<file path="src/rtl/mips_load_store_unit_pkg.sv">
// Shared types and helpers for the MIPS load/store unit.
//   lsu_op_t      : 4-bit operation code carried on req_op.
//   lsu_state_t   : FSM state encoding, exposed on the debug port.
//   is_misaligned : alignment check from op and byte offset.
//   is_load       : op returns data to the CPU.
//   is_sub_store  : op needs a read-modify-write (SB/SH).
package mips_lsu_pkg;

  typedef enum logic [3:0] {
    LB  = 4'd0,
    LBU = 4'd1,
    LH  = 4'd2,
    LHU = 4'd3,
    LW  = 4'd4,
    LWL = 4'd5,
    LWR = 4'd6,
    SB  = 4'd8,
    SH  = 4'd9,
    SW  = 4'd10
  } lsu_op_t;

  typedef enum logic [1:0] {
    S_IDLE  = 2'd0,
    S_ISSUE = 2'd1,
    S_MERGE = 2'd2,
    S_RESP  = 2'd3
  } lsu_state_t;

  // Halfwords must sit on even addresses and words on multiples of four.
  // Byte accesses and the LWL/LWR pair exist to handle any offset.
  function automatic logic is_misaligned(input logic [3:0] op, input logic [1:0] offset);
    case (op)
      LH, LHU, SH: return offset[0];
      LW, SW:      return offset != 2'b00;
      default:     return 1'b0;
    endcase
  endfunction

  function automatic logic is_load(input logic [3:0] op);
    case (op)
      LB, LBU, LH, LHU, LW, LWL, LWR: return 1'b1;
      default:                        return 1'b0;
    endcase
  endfunction

  function automatic logic is_sub_store(input logic [3:0] op);
    return (op == SB) || (op == SH);
  endfunction

endpackage

</file>
<file path="src/rtl/mips_load_store_unit_if.sv">
// CPU-side request/response bundle of the load/store unit.
//   master : the CPU (drives req_*, receives req_ready and resp_*).
//   slave  : the load/store unit.
// Handshake: a request transfers on a clk edge where req_valid and
// req_ready are both high; the CPU holds req_* stable until then.
// resp_valid is a single-cycle pulse with no back-pressure; resp_rdata
// and resp_addr_err are meaningful only while resp_valid is high.
interface mips_load_store_unit_if #(
  parameter int ADDR_W = 32
);
  logic              req_valid;
  logic              req_ready;
  logic [3:0]        req_op;
  logic [ADDR_W-1:0] req_addr;
  logic [31:0]       req_wdata;
  logic [31:0]       req_rt_old;
  logic              resp_valid;
  logic [31:0]       resp_rdata;
  logic              resp_addr_err;

  modport master (
    output req_valid, req_op, req_addr, req_wdata, req_rt_old,
    input  req_ready, resp_valid, resp_rdata, resp_addr_err
  );

  modport slave (
    input  req_valid, req_op, req_addr, req_wdata, req_rt_old,
    output req_ready, resp_valid, resp_rdata, resp_addr_err
  );
endinterface

</file>
<file path="src/rtl/mips_load_store_unit_byte_lane.sv">
// Combinational big-endian lane logic (byte offset 0 = bits [31:24]).
//   op, offset : operation and byte offset within the word.
//   mem_word   : word read from data memory.
//   rt_old     : current rt, merged into LWL/LWR results.
//   wdata      : store data (SB uses [7:0], SH uses [15:0]).
//   load_data  : extended/merged load result; 0 for non-load ops.
//   store_word : mem_word with the SB/SH lanes replaced; mem_word otherwise.
module lsu_byte_lane
  import mips_lsu_pkg::*;
(
  input  logic [3:0]  op,
  input  logic [1:0]  offset,
  input  logic [31:0] mem_word,
  input  logic [31:0] rt_old,
  input  logic [31:0] wdata,
  output logic [31:0] load_data,
  output logic [31:0] store_word
);

  logic [7:0]  byte_sel;
  logic [15:0] half_sel;

  always_comb begin
    byte_sel = mem_word[7:0];
    case (offset)
      2'd0:    byte_sel = mem_word[31:24];
      2'd1:    byte_sel = mem_word[23:16];
      2'd2:    byte_sel = mem_word[15:8];
      default: byte_sel = mem_word[7:0];
    endcase
    half_sel = offset[1] ? mem_word[15:0] : mem_word[31:16];
  end

  always_comb begin
    load_data = 32'h0;
    case (op)
      LB:  load_data = {{24{byte_sel[7]}}, byte_sel};
      LBU: load_data = {24'h0, byte_sel};
      LH:  load_data = {{16{half_sel[15]}}, half_sel};
      LHU: load_data = {16'h0, half_sel};
      LW:  load_data = mem_word;
      // LWL fills the upper register bytes from offset k upward.
      LWL: begin
        case (offset)
          2'd0:    load_data = mem_word;
          2'd1:    load_data = {mem_word[23:0], rt_old[7:0]};
          2'd2:    load_data = {mem_word[15:0], rt_old[15:0]};
          default: load_data = {mem_word[7:0],  rt_old[23:0]};
        endcase
      end
      // LWR fills the lower register bytes from offset k downward.
      LWR: begin
        case (offset)
          2'd3:    load_data = mem_word;
          2'd2:    load_data = {rt_old[31:24], mem_word[31:8]};
          2'd1:    load_data = {rt_old[31:16], mem_word[31:16]};
          default: load_data = {rt_old[31:8],  mem_word[31:24]};
        endcase
      end
      default: load_data = 32'h0;
    endcase
  end

  always_comb begin
    store_word = mem_word;
    if (op == SB) begin
      case (offset)
        2'd0:    store_word = {wdata[7:0], mem_word[23:0]};
        2'd1:    store_word = {mem_word[31:24], wdata[7:0], mem_word[15:0]};
        2'd2:    store_word = {mem_word[31:16], wdata[7:0], mem_word[7:0]};
        default: store_word = {mem_word[31:8], wdata[7:0]};
      endcase
    end else if (op == SH) begin
      store_word = offset[1] ? {mem_word[31:16], wdata[15:0]}
                             : {wdata[15:0], mem_word[15:0]};
    end
  end

endmodule

</file>
<file path="src/rtl/mips_load_store_unit.sv">
// Byte-addressed MIPS load/store front end for a word-indexed data memory
// with a 1-cycle registered read.
//   clk, reset     : clock, synchronous active-high reset.
//   cpu            : request/response bundle (slave side).
//   data_adress    : word index {2'b00, addr[31:2]} to memory.
//   data_writedata : write word.
//   data_write     : write enable, forced low while reset is high.
//   data_readdata  : read word, valid the cycle after the address.
//   state_dbg      : current FSM state.
module mips_load_store_unit
  import mips_lsu_pkg::*;
#(
  parameter int ADDR_W    = 32,
  parameter int MEM_IDX_W = 32
) (
  input  logic                 clk,
  input  logic                 reset,
  mips_load_store_unit_if.slave cpu,
  output logic [MEM_IDX_W-1:0] data_adress,
  output logic [31:0]          data_writedata,
  output logic                 data_write,
  input  logic [31:0]          data_readdata,
  output lsu_state_t           state_dbg
);

  localparam logic [1:0] ST_IDLE  = 2'(S_IDLE);
  localparam logic [1:0] ST_ISSUE = 2'(S_ISSUE);
  localparam logic [1:0] ST_MERGE = 2'(S_MERGE);
  localparam logic [1:0] ST_RESP  = 2'(S_RESP);

  logic [1:0]        state;
  logic [3:0]        op_q;
  logic [ADDR_W-1:0] addr_q;
  logic [31:0]       wdata_q;
  logic [31:0]       rt_q;
  logic [31:0]       rdata_q;
  logic              err_q;
  logic [31:0]       lane_load;
  logic [31:0]       lane_store;
  logic              req_misaligned;

  lsu_byte_lane u_lane (
    .op         (op_q),
    .offset     (addr_q[1:0]),
    .mem_word   (data_readdata),
    .rt_old     (rt_q),
    .wdata      (wdata_q),
    .load_data  (lane_load),
    .store_word (lane_store)
  );

  assign req_misaligned = is_misaligned(cpu.req_op, cpu.req_addr[1:0]);

  always_ff @(posedge clk) begin
    if (reset) begin
      state   <= ST_IDLE;
      op_q    <= 4'h0;
      addr_q  <= '0;
      wdata_q <= 32'h0;
      rt_q    <= 32'h0;
      rdata_q <= 32'h0;
      err_q   <= 1'b0;
    end else begin
      case (state)
        ST_IDLE: begin
          if (cpu.req_valid) begin
            op_q    <= cpu.req_op;
            addr_q  <= cpu.req_addr;
            wdata_q <= cpu.req_wdata;
            rt_q    <= cpu.req_rt_old;
            rdata_q <= 32'h0;
            err_q   <= req_misaligned;
            // Misaligned requests skip memory entirely.
            state   <= req_misaligned ? ST_RESP : ST_ISSUE;
          end
        end
        // SW and undefined ops finish here; everything else needs the read word.
        ST_ISSUE: state <= (is_load(op_q) || is_sub_store(op_q)) ? ST_MERGE : ST_RESP;
        ST_MERGE: begin
          if (is_load(op_q)) rdata_q <= lane_load;
          state <= ST_RESP;
        end
        default: state <= ST_IDLE;
      endcase
    end
  end

  // Reset gates the write strobe so a sub-word store cut off mid-flight
  // cannot corrupt memory on the reset edge.
  always_comb begin
    data_write     = 1'b0;
    data_writedata = 32'h0;
    if (!reset) begin
      if (state == ST_ISSUE && op_q == SW) begin
        data_write     = 1'b1;
        data_writedata = wdata_q;
      end else if (state == ST_MERGE && is_sub_store(op_q)) begin
        data_write     = 1'b1;
        data_writedata = lane_store;
      end
    end
  end

  assign data_adress       = MEM_IDX_W'({2'b00, addr_q[ADDR_W-1:2]});
  assign cpu.req_ready     = (state == ST_IDLE);
  assign cpu.resp_valid    = (state == ST_RESP);
  assign cpu.resp_rdata    = rdata_q;
  assign cpu.resp_addr_err = err_q;
  assign state_dbg         = lsu_state_t'(state);

endmodule

</file>
<file path="src/flat_wrapper.sv">
// flat-port wrapper written by rule: the top's interface ports become plain ports
module mips_load_store_unit_flat import mips_lsu_pkg::*;
#(
  parameter int ADDR_W    = 32,
  parameter int MEM_IDX_W = 32
)
  (clk, reset, data_adress, data_writedata, data_write, data_readdata, state_dbg, cpu_req_valid, cpu_req_op, cpu_req_addr, cpu_req_wdata, cpu_req_rt_old, cpu_req_ready, cpu_resp_valid, cpu_resp_rdata, cpu_resp_addr_err);
  mips_load_store_unit_if #(.ADDR_W(ADDR_W)) cpu_i ();
  input  logic clk;
  input  logic reset;
  output logic [MEM_IDX_W-1:0] data_adress;
  output logic [31:0] data_writedata;
  output logic data_write;
  input  logic [31:0] data_readdata;
  output lsu_state_t state_dbg;
  input wire logic [$bits(cpu_i.req_valid)-1:0] cpu_req_valid;
  input wire logic [$bits(cpu_i.req_op)-1:0] cpu_req_op;
  input wire logic [$bits(cpu_i.req_addr)-1:0] cpu_req_addr;
  input wire logic [$bits(cpu_i.req_wdata)-1:0] cpu_req_wdata;
  input wire logic [$bits(cpu_i.req_rt_old)-1:0] cpu_req_rt_old;
  output wire logic [$bits(cpu_i.req_ready)-1:0] cpu_req_ready;
  output wire logic [$bits(cpu_i.resp_valid)-1:0] cpu_resp_valid;
  output wire logic [$bits(cpu_i.resp_rdata)-1:0] cpu_resp_rdata;
  output wire logic [$bits(cpu_i.resp_addr_err)-1:0] cpu_resp_addr_err;
  assign cpu_i.req_valid = cpu_req_valid;
  assign cpu_i.req_op = cpu_req_op;
  assign cpu_i.req_addr = cpu_req_addr;
  assign cpu_i.req_wdata = cpu_req_wdata;
  assign cpu_i.req_rt_old = cpu_req_rt_old;
  assign cpu_req_ready = cpu_i.req_ready;
  assign cpu_resp_valid = cpu_i.resp_valid;
  assign cpu_resp_rdata = cpu_i.resp_rdata;
  assign cpu_resp_addr_err = cpu_i.resp_addr_err;
  mips_load_store_unit #(.ADDR_W(ADDR_W), .MEM_IDX_W(MEM_IDX_W)) u_core (.clk(clk), .reset(reset), .cpu(cpu_i), .data_adress(data_adress), .data_writedata(data_writedata), .data_write(data_write), .data_readdata(data_readdata), .state_dbg(state_dbg));
endmodule
</file>
<file path="config.mk">
export PLATFORM = sky130hd
export DESIGN_NAME = mips_load_store_unit_flat
export DESIGN_NICKNAME = d
export VERILOG_FILES = /design/src/rtl/mips_load_store_unit_pkg.sv /design/src/rtl/mips_load_store_unit_if.sv /design/src/rtl/mips_load_store_unit_byte_lane.sv /design/src/rtl/mips_load_store_unit.sv /design/src/flat_wrapper.sv
export SDC_FILE = /design/constraint.sdc
export NUM_CORES = 1
export LEC_CHECK = 0
export CAP_MARGIN = 20
export CORE_MARGIN = 5
export CORE_UTILIZATION = 25
export CTS_CLUSTER_SIZE = 25
export DETAILED_ROUTE_END_ITERATION = 16
export PLACE_DENSITY_LB_ADDON = 0.15
export SLEW_MARGIN = 30
export SYNTH_ARGS = -nofsm -noshare
export SYNTH_HDL_FRONTEND = slang
export SYNTH_SLANG_ARGS = --single-unit
export TNS_END_PERCENT = 30
</file>
<file path="constraint.sdc">
create_clock -name clk -period 3.6 [get_ports clk]
set_clock_uncertainty 0.2 [all_clocks]
set_input_delay 1.08 -clock clk [delete_from_list [all_inputs] [get_ports clk]]
set_output_delay 1.08 -clock clk [all_outputs]
set_load 0.02 [all_outputs]
</file>
==> impl_metrics.csv, run 1 <==
group,metric,value,unit
status,status,"finished, violations left",
status,violations,"setup timing",
clocking,cts_root_buffer,"clkbuf_16",
logic_synthesis,synth_edf_count,0,
clocking,clk_latency,0.43,ns
setup_path,cp.arrival,2.37,ns
timing,timing.hold.ws,0.2534,ns
place,portBuffers,234,
place,place_congestion,0.9354,
setup_path,criticalPathCategory,"primary input to primary output",
power,p_leak,4.142,nW
power,total_power,6.683,mW
finish,instances_no_fill,1633,
logic_synthesis,synthTopCellsByCount,"235 x nand2_1, 140 x a21oi_1, 135 x dfxtp_1",
logic_synthesis,yosysWarnings,0,
logic_synthesis,synthArstFlopShare,0,%
drt,drt_pass1_iterations,6,
logic_synthesis,synthesis.area,7759,um^2
floorplanning,rows,64,
drt,wl_per_cell,20.60,um
global_route,overflow,0,
setup_path,path_delay_family,"buffers and inverters",
floorplanning,die_y,186.2,um
setup_path,end_kind,"primary output",
logic_synthesis,synthDistinctLibCells,69,
finish,final_layout_size_suffix_gt1_share,18.03,%
setup_path,worstPathCellList,"clkdlybuf4s50_1 > nor3_2 > o2bb2ai_2 > clkdlybuf4s15_2",
clocking,cts_tree,"done",
drt,drt_iter0_drc,674,
floorplanning,die_area,34660,um^2
clocking,htreeDepth,4,
finish,fill_cells,3230,
logic_synthesis,synth_area_per_cell,7.813,um^2
floorplanning,io_pins,237,
power,power_density,579.0,nW/um^2
place,placed_cells,1598,
clocking,clk_path_buf_depth,2,
finish,final_util,37.73,%
setup_path,cp-start-kind,"primary input",
flow_run,maxCapViolCount,0,
finish,finalNetCount,1364,
timing,setup_tns,-0.04514,ns
logic_synthesis,yosysSeqAreaShare,34.83,%
setup_path,path_max_fanout,2,
finish,antenna_cells,0,
global_route,track_usage,18.91,%
global_route,antenna_found_initial,0,
timing,tightest_slew,0.7710,ns
timing,hold_viol,0,
logic_synthesis,syn_inst,993,
global_route,grt_pass1_wl,50230,um
setup_path,required,2.32,ns
logic_synthesis,ys_ff_latch,135,
timing,setup_ws,-0.04514,ns
timing,maxSlewViolCount,0,
logic_synthesis,ys.flop_type,"dfxtp_1",
floorplanning,core,30590,um^2
timing,min_period_over_period,101.3,%
setup_path,path_buf_inv,2,
timing,rsz0062_at_grt,"true",
logic_synthesis,synth_top_area_share,34.83,%
setup_path,slowest_delay,0.55,ns
floorplanning,start_util,25.36,%
global_route,grt_pass1_vias,8197,
timing,min_period,3.645,ns
timing,fmax,0.2743,GHz
setup_path,critPathSlowestCell,"clkdlybuf4s50_1",
drt,vias,8341,
drt,wirelength,33640,um
drt,drc,0,
power,worst_ir_drop_vdd,317.9,uV
timing,slew_headroom,48.49,%
finish,area_delta_synth_final,48.77,%
logic_synthesis,yosysMostFrequentCell,"nand2_1",
place,detailed_place_hpwl,24980,um
clocking,cts_hold_buf,0,
clocking,cts_inserted_buffers,17,
min_path,hold_class,"flop to flop",
clocking,clock-sinks,135,
logic_synthesis,yosys.area.top_type,"dfxtp_1",
logic_synthesis,synthTopCellsByArea,"dfxtp_1 35%, nand2_1 11%, a21oi_1 9.0%, mux2i_1 7.6%, buf_4 3.6%",
clocking,path_clk_slew,0.07,ns
drt,vias_per_cell,5.108,
floorplanning,die_w,186.2,um
timing,setup_viol,1,
global_route,grt_max_degree,72,
drt,ant_nets,0,
-- layer usage --
metal | global-route usage, % | vias up | routed length [um]
met3 | 5.581 | 38 | 2750
met5 | 0 | - | 0
met1 | 26.08 | 3962 | 15180
met2 | 29.03 | 317 | 15000
met4 | 4.926 | 0 | 714
li1 | - | 4024 | -
-- power by group --
group	internal, mW	switching [mW]
sequential	1.79	0.221
combinational	1.12	1.55
clock	1.24	0.752
-- flip-flops by register name, indices dropped and copies added, names as in the netlist --
signal / cells
u_core.cpu.resp_addr_err: 1
u_core.op_q: 4
u_core.addr_q: 32
u_core.state_dbg: 2
u_core.cpu.resp_rdata: 32
u_core.rt_q: 32
u_core.wdata_q: 32
-- placed cells by master (no fill, tap or decap), types with 10 or more instances in the layout --
cell type        netlist  layout
a211oi_1              25      23
a31oi_1               13      13
mux2i_1               59      57
buf_4                 37     102
o21ai_0               18      18
clkdlybuf4s50_1        0     188
dfxtp_1              135     133
nand3_1               21      21
o2bb2ai_1             16      12
nand2_1              235     234
a222oi_1              14      14
a21oi_1              140     132
dlygate4sd2_1          0      10
nor2_1                26      25
buf_2                 19      10
clkbuf_16              0      17
a21o_1                12      11
-- what timing repair did --
| item | CTS | global route |
|---|---|---|
| hold endpoints to repair | 0 | 0 |
| resized for setup | 115 | 47 |
| setup buffers | 0 | 5 |
| pin swaps | 5 | 4 |
| endpoints found under the setup margin | 31 | 31 |
-- layout make-up --
class                      count  area (um^2)  share of cell area [%]
multi-input combinational    731         4619                   40.02
timing repair buffer         332         3044                   26.37
tap                          396        495.5                   4.293
clock inverter                13        219.0                   1.897
inverter                       8        30.03                  0.2602
sequential                   135         2705                   23.44
clock buffer                  18        429.2                   3.718
-- per-stage QoR --
step | cell area (um^2) | worst slack, ns
4_1_cts | 11400 | -0.1345
5_1_grt | 11540 | -0.04092
2_1_floorplan | 7762 | 0.1179
6_report | 11540 | -0.04514
3_3_place_gp | 10740 | -0.5572
3_5_place_dp | 10740 | -0.5379
-- worst paths after layout --
| check | slack [ns] | cells past startpoint | startpoint | endpoint |
|---|---|---|---|---|
| hold / removal | 0.25 | 2 | u_core.addr_q[19]$_SDFFE_PP0P_ | u_core.addr_q[19]$_SDFFE_PP0P_ |
| setup / recovery | -0.05 | 4 | data_readdata[30] | data_writedata[30] |
| hold reg to reg | 0.25 | 2 | u_core.addr_q[19]$_SDFFE_PP0P_ | u_core.addr_q[19]$_SDFFE_PP0P_ |
| setup reg to reg | 0.79 | 7 | u_core.addr_q[1]$_SDFFE_PP0P_ | u_core.cpu.resp_rdata[14]$_SDFFE_PP0P_ |
-- cell families after synthesis --
logic type	share of synthesized area (%)
AOI/OAI and AO/OA	27.48
muxes	8.918
xor gates and xnor gates	0.1129
DFF	34.83
adders and majority gates	0.6451
other	0.04833
and+or+nand+nor	19.37
buffers and inverters	8.595
-- worst min-delay path, delay by kind of cell, from the launching register on --
kind / cells / cell delay (ns)
flip-flops: 1 / 0.31
AND/OR/NAND/NOR: 1 / 0.05
AO/OA/AOI/OAI: 1 / 0.05
Note: power is estimated with default switching activity, not from simulation.
==> run 2, diff against run 1 <==
Clock period 3.6 ns to 4.2 ns, I/O delays scaled along.
==> impl_metrics.csv, run 2 (same netlist as run 1, synthesis figures left out) <==
group,metric,value,unit
clocking,clk_path_buf_depth,2,
clocking,clk_latency,0.43,ns
clocking,cts_tree,"done",
setup_path,required,2.74,ns
setup_path,slowest_delay,0.61,ns
power,power_density,492.1,nW/um^2
drt,drc,0,
timing,setup_viol,0,
drt,vias,8258,
timing,slew_headroom,43.46,%
power,p_leak,4.088,nW
timing,fmax,0.2395,GHz
floorplanning,rows,64,
place,pre_cts_ws,-0.3081,ns
timing,min_period,4.175,ns
floorplanning,start_util,25.36,%
flow_run,maxCapViolCount,0,
timing,rsz0062_at_grt,"false",
timing,min_period_over_period,99.41,%
floorplanning,die_y,186.2,um
drt,drt_pass1_iterations,6,
setup_path,cp-start-kind,"primary input",
drt,wirelength,33470,um
finish,area_delta_synth_final,44.41,%
timing,hold_viol,0,
clocking,path_clk_slew,0.06,ns
drt,drt_iter0_drc,874,
finish,fill_cells,3289,
global_route,track_usage,18.61,%
place,portBuffers,234,
drt,ant_nets,0,
floorplanning,core,30590,um^2
global_route,grt_pass1_wl,48960,um
global_route,grt_pass1_vias,7935,
drt,vias_per_cell,5.116,
timing,setup_ws,0.02490,ns
floorplanning,die_area,34660,um^2
power,worst_ir_drop_vdd,291.8,uV
global_route,antenna_found_initial,1,
finish,finalNetCount,1343,
setup_path,path_delay_family,"buffers and inverters",
timing,timing.hold.ws,0.2546,ns
drt,wl_per_cell,20.74,um
place,dpl_cell_area,10560,um^2
setup_path,path_max_fanout,2,
setup_path,path_buf_inv,2,
setup_path,cp.arrival,2.72,ns
timing,maxSlewViolCount,0,
place,place_congestion,0.9197,
finish,final_layout_size_suffix_gt1_share,12.33,%
floorplanning,die_w,186.2,um
finish,final_common_cell,"nand2_1",
clocking,clock-sinks,135,
global_route,overflow,0,
setup_path,criticalPathCategory,"primary input to primary output",
clocking,cts_hold_buf,0,
clocking,cts_inserted_buffers,17,
clocking,cts_root_buffer,"clkbuf_16",
timing,tightest_slew,0.8481,ns
status,status,"finished, final reports clean",
setup_path,end_kind,"primary output",
finish,final_area,11200,um^2
floorplanning,io_pins,237,
setup_path,critPathSlowestCell,"clkdlybuf4s50_1",
finish,layout_common_cells,"234 x nand2_1, 199 x clkdlybuf4s50_1, 139 x a21oi_1, 133 x dfxtp_1, 81 x buf_4",
place,detailed_place_hpwl,25080,um
setup_path,worstPathCellList,"clkdlybuf4s50_1 > a31o_2 > a41oi_1 > a21oi_1 > clkdlybuf4s15_2",
clocking,htreeDepth,4,
min_path,hold_class,"flop to flop",
global_route,grt_max_degree,57,
run 2: cell count changes in the layout (fill, tap and decap cells not counted), moves of 4 or more:
cell / delta
a41oi_1: +5
a21oi_1: +7
a21oi_2: -7
o2bb2ai_1: +4
a41oi_2: -5
buf_12: -4
dlygate4sd2_1: +13
clkdlybuf4s15_2: -4
o2bb2ai_2: -4
clkdlybuf4s50_1: +11
buf_4: -21
buf_2: -10
run 2: per-layer routing:
metal	GRT usage [%]	vias to the layer above	routed length, um	part of all wire (%)
met5	0	-	0	0
met3	5.251	28	3145	9.4
met4	4.693	0	519	1.6
li1	-	3989	-	-
met1	25.93	3933	15010	45
met2	28.52	308	14800	44
run 2: through the flow:
stage	utilization [%]	cells	TNS (ns)	power (mW)
2_1_floorplan	-	994	0	3.060
3_3_place_gp	34.48	1577	-3.826	3.941
3_5_place_dp	34.53	1578	-3.535	3.956
4_1_cts	36.50	1610	-0.05574	5.571
5_1_grt	36.62	1613	0	5.825
6_report	36.63	1614	0	5.514
run 2: repair_timing:
item	CTS	global route
setup endpoints to repair	31	8
pin swaps	0	1
endpoints found under the hold margin	0	0
buffers inserted	0	3
gates resized for setup	38	8
run 2: where the power goes:
group          total, mW  internal (mW)  switching (mW)
Sequential          1.73           1.54           0.192
Combinational       2.20          0.897            1.30
Clock               1.59          0.943           0.646
Total               5.51           3.38            2.14
run 2: area by class of cell:
type                    instances  area (um^2)  area share (%)
well taps                     396        495.5           4.422
diodes                          1        2.502         0.02233
flip-flops and latches        135         2705           24.14
multi-input cells             731         4477           39.96
inverters                       8        30.03          0.2680
clock buffers                  19        432.9           3.864
clock inverters                13        170.2           1.519
repair buffers                311         2892           25.81
run 2: final timing paths:
check	start	to	slack, ns	cells past startpoint
min reg2reg	u_core.addr_q[6]$_SDFFE_PP0P_	u_core.addr_q[6]$_SDFFE_PP0P_	0.25	2
max reg2reg	u_core.op_q[1]$_SDFFE_PP0P_	u_core.cpu.resp_rdata[30]$_SDFFE_PP0P_	1.43	7
min	u_core.addr_q[6]$_SDFFE_PP0P_	u_core.addr_q[6]$_SDFFE_PP0P_	0.25	2
max	data_readdata[12]	data_writedata[12]	0.02	5
run 2: worst reg2reg max path: stages, from the launching register on:
cell and delay [ns]:
dfxtp_1 0.33, buf_4 0.17, buf_4 0.27, nor4bb_4 0.31, buf_4 0.33, and2_0 0.56
a222oi_1 0.25, a211oi_1 0.27
==> run 3, diff against run 2 <==
Settings changed: CAP_MARGIN 20 to not set.
==> results of run 3 <==
Same layout as run 2: the final DEF is identical, and so are final timing and power.
